## src/rtl/piano_key_debounce_if.sv

```systemverilog
// Key-level bundle between the raw switch pins and the debounced key consumers.
// master: drives raw switches, observes clean levels/strobes (board / bench side).
// slave:  the debouncer itself.
interface piano_key_debounce_if #(
  parameter int NUM_KEYS = 3,
  parameter int IDX_W    = 2
);
  logic [NUM_KEYS-1:0] sw_raw;
  logic [NUM_KEYS-1:0] sw_clean;
  logic [NUM_KEYS-1:0] press_pulse;
  logic [NUM_KEYS-1:0] release_pulse;
  logic [IDX_W-1:0]    active_key;
  logic                key_valid;

  modport master (
    output sw_raw,
    input  sw_clean, press_pulse, release_pulse, active_key, key_valid
  );

  modport slave (
    input  sw_raw,
    output sw_clean, press_pulse, release_pulse, active_key, key_valid
  );
endinterface

```

## src/rtl/piano_key_debounce.sv

```systemverilog
// Debounces raw piano key switches into clean levels for the note LUT, with
// press/release strobes and a lowest-index active-key encoder for mono playback.
//
// state  | meaning
// S_LOW  | key accepted released, waiting for a synced high sample
// S_RISE | counting consecutive high samples before accepting a press
// S_HIGH | key accepted pressed, waiting for a synced low sample
// S_FALL | counting consecutive low samples before accepting a release
module piano_key_debounce #(
  parameter int NUM_KEYS        = 3,
  parameter int DEBOUNCE_CYCLES = 250000,
  parameter int CNT_W           = 18,
  parameter int IDX_W           = 2
) (
  input  logic                  clk,
  input  logic                  rst_n,
  piano_key_debounce_if.slave   key_if
);

  typedef enum logic [1:0] {S_LOW, S_RISE, S_HIGH, S_FALL} state_e;

  localparam logic [CNT_W-1:0] CNT_LAST = CNT_W'(DEBOUNCE_CYCLES - 1);
  localparam logic [CNT_W-1:0] CNT_ONE  = CNT_W'(1);

  logic [NUM_KEYS-1:0] s1_q, s2_q;
  state_e              state_q [NUM_KEYS];
  state_e              state_d [NUM_KEYS];
  logic [CNT_W-1:0]    cnt_q   [NUM_KEYS];
  logic [CNT_W-1:0]    cnt_d   [NUM_KEYS];
  logic [NUM_KEYS-1:0] clean_q, clean_d;
  logic [NUM_KEYS-1:0] press_q, press_d;
  logic [NUM_KEYS-1:0] rel_q, rel_d;
  logic [IDX_W-1:0]    act_q, act_d;
  logic                valid_q, valid_d;

  // Two-flop synchronizer for the asynchronous switch levels.
  always_ff @(posedge clk or negedge rst_n) begin
    if (!rst_n) begin
      s1_q <= '0;
      s2_q <= '0;
    end else begin
      s1_q <= key_if.sw_raw;
      s2_q <= s1_q;
    end
  end

  // Per-key FSM state and stability counters.
  always_ff @(posedge clk or negedge rst_n) begin
    if (!rst_n) begin
      for (int i = 0; i < NUM_KEYS; i++) begin
        state_q[i] <= S_LOW;
        cnt_q[i]   <= '0;
      end
    end else begin
      for (int i = 0; i < NUM_KEYS; i++) begin
        state_q[i] <= state_d[i];
        cnt_q[i]   <= cnt_d[i];
      end
    end
  end

  // Next state, counter and registered outputs; a change in the synced level
  // during a count returns to the settled state without any strobe.
  always_comb begin
    clean_d = clean_q;
    press_d = '0;
    rel_d   = '0;
    for (int i = 0; i < NUM_KEYS; i++) begin
      state_d[i] = state_q[i];
      cnt_d[i]   = cnt_q[i];
      case (state_q[i])
        S_LOW: begin
          clean_d[i] = 1'b0;
          if (s2_q[i]) begin
            state_d[i] = S_RISE;
            cnt_d[i]   = CNT_ONE;
          end else begin
            cnt_d[i]   = '0;
          end
        end
        S_RISE: begin
          if (!s2_q[i]) begin
            state_d[i] = S_LOW;
            cnt_d[i]   = '0;
          end else if (cnt_q[i] == CNT_LAST) begin
            state_d[i] = S_HIGH;
            cnt_d[i]   = '0;
            clean_d[i] = 1'b1;
            press_d[i] = 1'b1;
          end else begin
            cnt_d[i]   = cnt_q[i] + CNT_ONE;
          end
        end
        S_HIGH: begin
          clean_d[i] = 1'b1;
          if (!s2_q[i]) begin
            state_d[i] = S_FALL;
            cnt_d[i]   = CNT_ONE;
          end
        end
        S_FALL: begin
          if (s2_q[i]) begin
            state_d[i] = S_HIGH;
            cnt_d[i]   = '0;
          end else if (cnt_q[i] == CNT_LAST) begin
            state_d[i] = S_LOW;
            cnt_d[i]   = '0;
            clean_d[i] = 1'b0;
            rel_d[i]   = 1'b1;
          end else begin
            cnt_d[i]   = cnt_q[i] + CNT_ONE;
          end
        end
        default: begin
          state_d[i] = S_LOW;
          cnt_d[i]   = '0;
          clean_d[i] = 1'b0;
        end
      endcase
    end
  end

  // Lowest-index priority encode of the next clean levels, so the index
  // lines up with sw_clean in the same cycle.
  always_comb begin
    act_d   = '0;
    valid_d = |clean_d;
    for (int i = NUM_KEYS - 1; i >= 0; i--) begin
      if (clean_d[i]) act_d = IDX_W'(i);
    end
  end

  // Output registers.
  always_ff @(posedge clk or negedge rst_n) begin
    if (!rst_n) begin
      clean_q <= '0;
      press_q <= '0;
      rel_q   <= '0;
      act_q   <= '0;
      valid_q <= 1'b0;
    end else begin
      clean_q <= clean_d;
      press_q <= press_d;
      rel_q   <= rel_d;
      act_q   <= act_d;
      valid_q <= valid_d;
    end
  end

  assign key_if.sw_clean      = clean_q;
  assign key_if.press_pulse   = press_q;
  assign key_if.release_pulse = rel_q;
  assign key_if.active_key    = act_q;
  assign key_if.key_valid     = valid_q;

endmodule
```

## src/flat_wrapper.sv

```systemverilog
// flat-port wrapper written by rule: the top's interface ports become plain ports
module piano_key_debounce_flat 
#(
  parameter int NUM_KEYS        = 3,
  parameter int DEBOUNCE_CYCLES = 250000,
  parameter int CNT_W           = 18,
  parameter int IDX_W           = 2
)
  (clk, rst_n, key_if_sw_raw, key_if_sw_clean, key_if_press_pulse, key_if_release_pulse, key_if_active_key, key_if_key_valid);
  piano_key_debounce_if #(.NUM_KEYS(NUM_KEYS), .IDX_W(IDX_W)) key_if_i ();
  input  logic clk;
  input  logic rst_n;
  input wire logic [$bits(key_if_i.sw_raw)-1:0] key_if_sw_raw;
  output wire logic [$bits(key_if_i.sw_clean)-1:0] key_if_sw_clean;
  output wire logic [$bits(key_if_i.press_pulse)-1:0] key_if_press_pulse;
  output wire logic [$bits(key_if_i.release_pulse)-1:0] key_if_release_pulse;
  output wire logic [$bits(key_if_i.active_key)-1:0] key_if_active_key;
  output wire logic [$bits(key_if_i.key_valid)-1:0] key_if_key_valid;
  assign key_if_i.sw_raw = key_if_sw_raw;
  assign key_if_sw_clean = key_if_i.sw_clean;
  assign key_if_press_pulse = key_if_i.press_pulse;
  assign key_if_release_pulse = key_if_i.release_pulse;
  assign key_if_active_key = key_if_i.active_key;
  assign key_if_key_valid = key_if_i.key_valid;
  piano_key_debounce #(.NUM_KEYS(NUM_KEYS), .DEBOUNCE_CYCLES(DEBOUNCE_CYCLES), .CNT_W(CNT_W), .IDX_W(IDX_W)) u_core (.clk(clk), .rst_n(rst_n), .key_if(key_if_i));
endmodule
```

## config.mk

```make
export PLATFORM = sky130hd
export DESIGN_NAME = piano_key_debounce_flat
export DESIGN_NICKNAME = d
export VERILOG_FILES = /design/src/rtl/piano_key_debounce_if.sv /design/src/rtl/piano_key_debounce.sv /design/src/flat_wrapper.sv
export SDC_FILE = /design/constraint.sdc
export NUM_CORES = 1
export LEC_CHECK = 0
export ABC_AREA = 1
export BUFFER_PORTS_ARGS = -buffer_cell sky130_fd_sc_hd__buf_2
export CAP_MARGIN = 25
export CELL_PAD_IN_SITES_DETAIL_PLACEMENT = 1
export CELL_PAD_IN_SITES_GLOBAL_PLACEMENT = 2
export CORE_MARGIN = 2
export CORE_UTILIZATION = 40
export CTS_CLUSTER_DIAMETER = 80
export CTS_CLUSTER_SIZE = 14
export DETAILED_ROUTE_END_ITERATION = 7
export PLACE_DENSITY = 0.82
export SLEW_MARGIN = 40
export SYNTH_ARGS = -nofsm -noshare
export SYNTH_HDL_FRONTEND = slang
export SYNTH_SLANG_ARGS = --single-unit
export TNS_END_PERCENT = 5
```

## constraint.sdc

```tcl
create_clock -name clk -period 2.2 [get_ports clk]
set_input_delay 0.11 -clock clk [delete_from_list [all_inputs] [get_ports clk]]
set_output_delay 0.11 -clock clk [all_outputs]
set_load 0.05 [all_outputs]
```

==> flow_summary.yaml <==
outcome:
  status: "complete, no violations"
floorplan:
  initial_utilization_pct: 41.5
  die_w_um: 111
  die_h_um: 111
  core_area_um2: 11000
  rows: 38
  dieArea_um2: 12300
  io_pins: 17
yosys:
  synth.area.top_cells: "dfrtp_1, nand2_1, inv_1"
  syn_area_um2: 4550
  ys_types: 40
  dominantRegCellSynth: "dfrtp_1"
  synth.yosys.seq_area_share_pct: 42.9
  synth_cells: 606
  yosysMostFrequentCell: "nand2_1"
  avgSynthCellArea_um2: 7.52
  yosys.area.top_type_share_pct: 42.9
  synthTopCellsByCount: "nand2_1, inv_1, dfrtp_1"
  yosysTopAreaCell: "dfrtp_1"
  ys_warn_count: 0
  ys_async_sr_fraction_pct: 100
  ys_ff_latch: 78
  syn_nets: 614
  synth_edf_count: 0
detailed_routing:
  wl_um: 12400
  drt_first_pass_iters: 4
  viasPerCell: 5.12
  drtIter0Drc: 180
  vias: 4002
  drc: 0
  drtAntennaViolNets: 0
  wl_per_cell_um: 15.8
setup_path:
  crit_type: "flop to flop"
  slowest_delay_ps: 410
  startpoint_type: "flop"
  end_kind: "flop"
  arrival_ps: 1970
  required_ps: 2450
  cp_cell_sequence: "ha_1 > nand3_2 > inv_2 > nand2_2 > nor2_4 > a21oi_4 > nand2_1 > a22oi_1"
  slowest_stage: "dfrtp_1"
  cp_max_fo: 6
  path_delay_family: "compound AO/OA/AOI/OAI gates"
  critPathBufInv: 1
pwr:
  p_per_area_nw_per_um2: 715
  power.switching_w: 0.00117
  p_seq_share_pct: 43.9
  p_leak_nw: 2.37
  swShare_pct: 31.7
  p_int_w: 0.00251
  max-vdd-ir-drop_uv: 408
  p_clk_share_pct: 38.4
  combPwrFrac_pct: 17.8
placed_design:
  placed_area_um2: 4820
  dp_hpwl_um: 9620
  routabilityCongestion: 0.786
  dpl.cell_count: 762
  pre_cts_slack_ps: 530
  numPortBuffers: 16
sta:
  max_slew.worst_pin.slew_ps: 475
  fin_tns_setup_ps: 0
  max_clock_freq_mhz: 582
  rsz0062_at_grt: "false"
  holdWs_ps: 266
  period_share_pct: 78.1
  finalMaxSlewViolations: 0
  fin_crit_ps: 1720
  finClkSkew_ps: 5.64
  fin_ws_ps: 481
  slew_headroom_pct: 68.4
  setup_viol: 0
  hold_violations: 0
global_route:
  grt_antenna_before_repair: 0
  grt_start_max_net_pins: 47
  grt_pass1_vias: 4375
  grt_pass1_wl_um: 21800
  grt_usage_pct: 21.8
  gr-total-overflow: 0
cts:
  cts_resized: 0
  cts_max_path_buffers: 2
  cts_buffers: 9
  h-tree-depth: 3
  clock_latency_ps: 340
  clkTransAtPathRegs_ps: 60
  clkSinkCount: 78
  cts_tree: "built"
  clockRootBuffer: "clkbuf_16"
layout:
  final_cell_area_um2: 5140
  syn_to_final_growth_pct: 12.9
  insertedDiodeCount: 0
  drive_gt1_share_pct: 15.4
  finalNonFillerCells: 782
  multi_input_comb_area_um2: 2200
  fill_cells: 1401
  regArea_um2: 1950
  layout.nets: 645
job:
  maxCapViolations: 0
worst_hold_path:
  hp-class: "input port to async pin"
-- worst reg2reg max path: cells and delay by family (launching register included) --
family                   cells  cell delay [ps]
AO/OA/AOI/OAI                2              490
adder cells (fa/ha/maj)      1              280
AND/OR/NAND/NOR              4              380
flip-flops                   1              410
buffers and inverters        1               70
-- power by group through the flow --
stage,sequential (W),clock [W],combinational [W]
after detailed placement,0.00164,0,0.000656
after floorplan,0.00170,0,0.000370
final,0.00161,0.00141,0.000654
after global placement,0.00163,0,0.000645
after CTS,0.00161,0.00145,0.000666
after global routing,0.00163,0.00152,0.000739
-- area by class of cell --
type / count / share of cell area [%]
multi-input combinational: 423 / 42.7
clock buffer: 13 / 5.06
clock inverter: 3 / 0.365
inverter: 102 / 7.45
timing repair buffer: 23 / 3.07
sequential: 78 / 38.0
tap: 140 / 3.41
-- path summary, 6_finish.rpt --
kind,from,end,slack [ps],depth (start not counted)
worst max-delay path,u_core.cnt_q[0]$_DFFE_PN0P_,u_core.cnt_q[6]$_DFFE_PN0P_,480,8
worst max register to register,u_core.cnt_q[0]$_DFFE_PN0P_,u_core.cnt_q[6]$_DFFE_PN0P_,480,8
worst min register to register,u_core.s1_q[0]$_DFF_PN0_,u_core.s2_q[0]$_DFF_PN0_,350,0
worst min-delay path,rst_n,u_core.key_if.press_pulse[0]$_DFF_PN0_,270,2
min in group clk,u_core.s1_q[0]$_DFF_PN0_,u_core.s2_q[0]$_DFF_PN0_,350,0
max in group asynchronous,rst_n,u_core.cnt_q[28]$_DFFE_PN0P_,1320,3
-- stage by stage --
step | total power (W) | util, %
6_report | 0.00368 | 46.8
5_1_grt | 0.00388 | 46.8
4_1_cts | 0.00373 | 46.8
3_5_place_dp | 0.00229 | 43.9
3_3_place_gp | 0.00228 | 43.9
2_1_floorplan | 0.00207 | -
-- metal layers --
layer,vias to the layer above,GRT usage [%],wire [um]
met5,-,0,0
met2,39,35.0,5710
met1,1947,30.7,6180
met3,11,4.21,355
li1,2005,-,-
met4,0,5.33,138
-- cells by family after synthesis --
family | share of synthesized area, %
flip-flops | 42.9
AND/OR/NAND/NOR | 38.0
AO/OA/AOI/OAI | 7.12
buffers and inverters | 8.93
XOR/XNOR | 2.31
adder cells (fa/ha/maj) | 0.824
-- repair_timing --
item | CTS | global route
hold buffers | 4 | 0
setup buffers | 0 | 0
hold endpoints to repair | 35 | 0
setup endpoints to repair | 0 | 0
-- flip-flops by register name, indices dropped and copies added, names as in the netlist, named ones only --
signal	cells
u_core.s2_q	3
u_core.s1_q	3
u_core.state_q	3
u_core.key_if.press_pulse	3
u_core.key_if.key_valid	1
u_core.key_if.active_key	2
u_core.key_if.release_pulse	3
u_core.key_if.sw_clean	3
u_core.cnt_q	54
-- placed cells by master, fill, tap and decap left out, drive strengths merged, types with 2 or more instances in the layout --
master and count:
dlygate4sd3 4, nand4 24, nor3 30, nand3 54, o211ai 2, inv 101
nand3b 2, nor3b 2, a21oi 15, xor2 12, o21ai 27, clkinv 4
buf 19, nand2 152, a31oi 3, a21boi 4, ha 3, clkbuf 13
dfrtp 78, o21bai 2, nor2 84, and3 2
No activity file was read; power rests on OpenSTA's default activity.
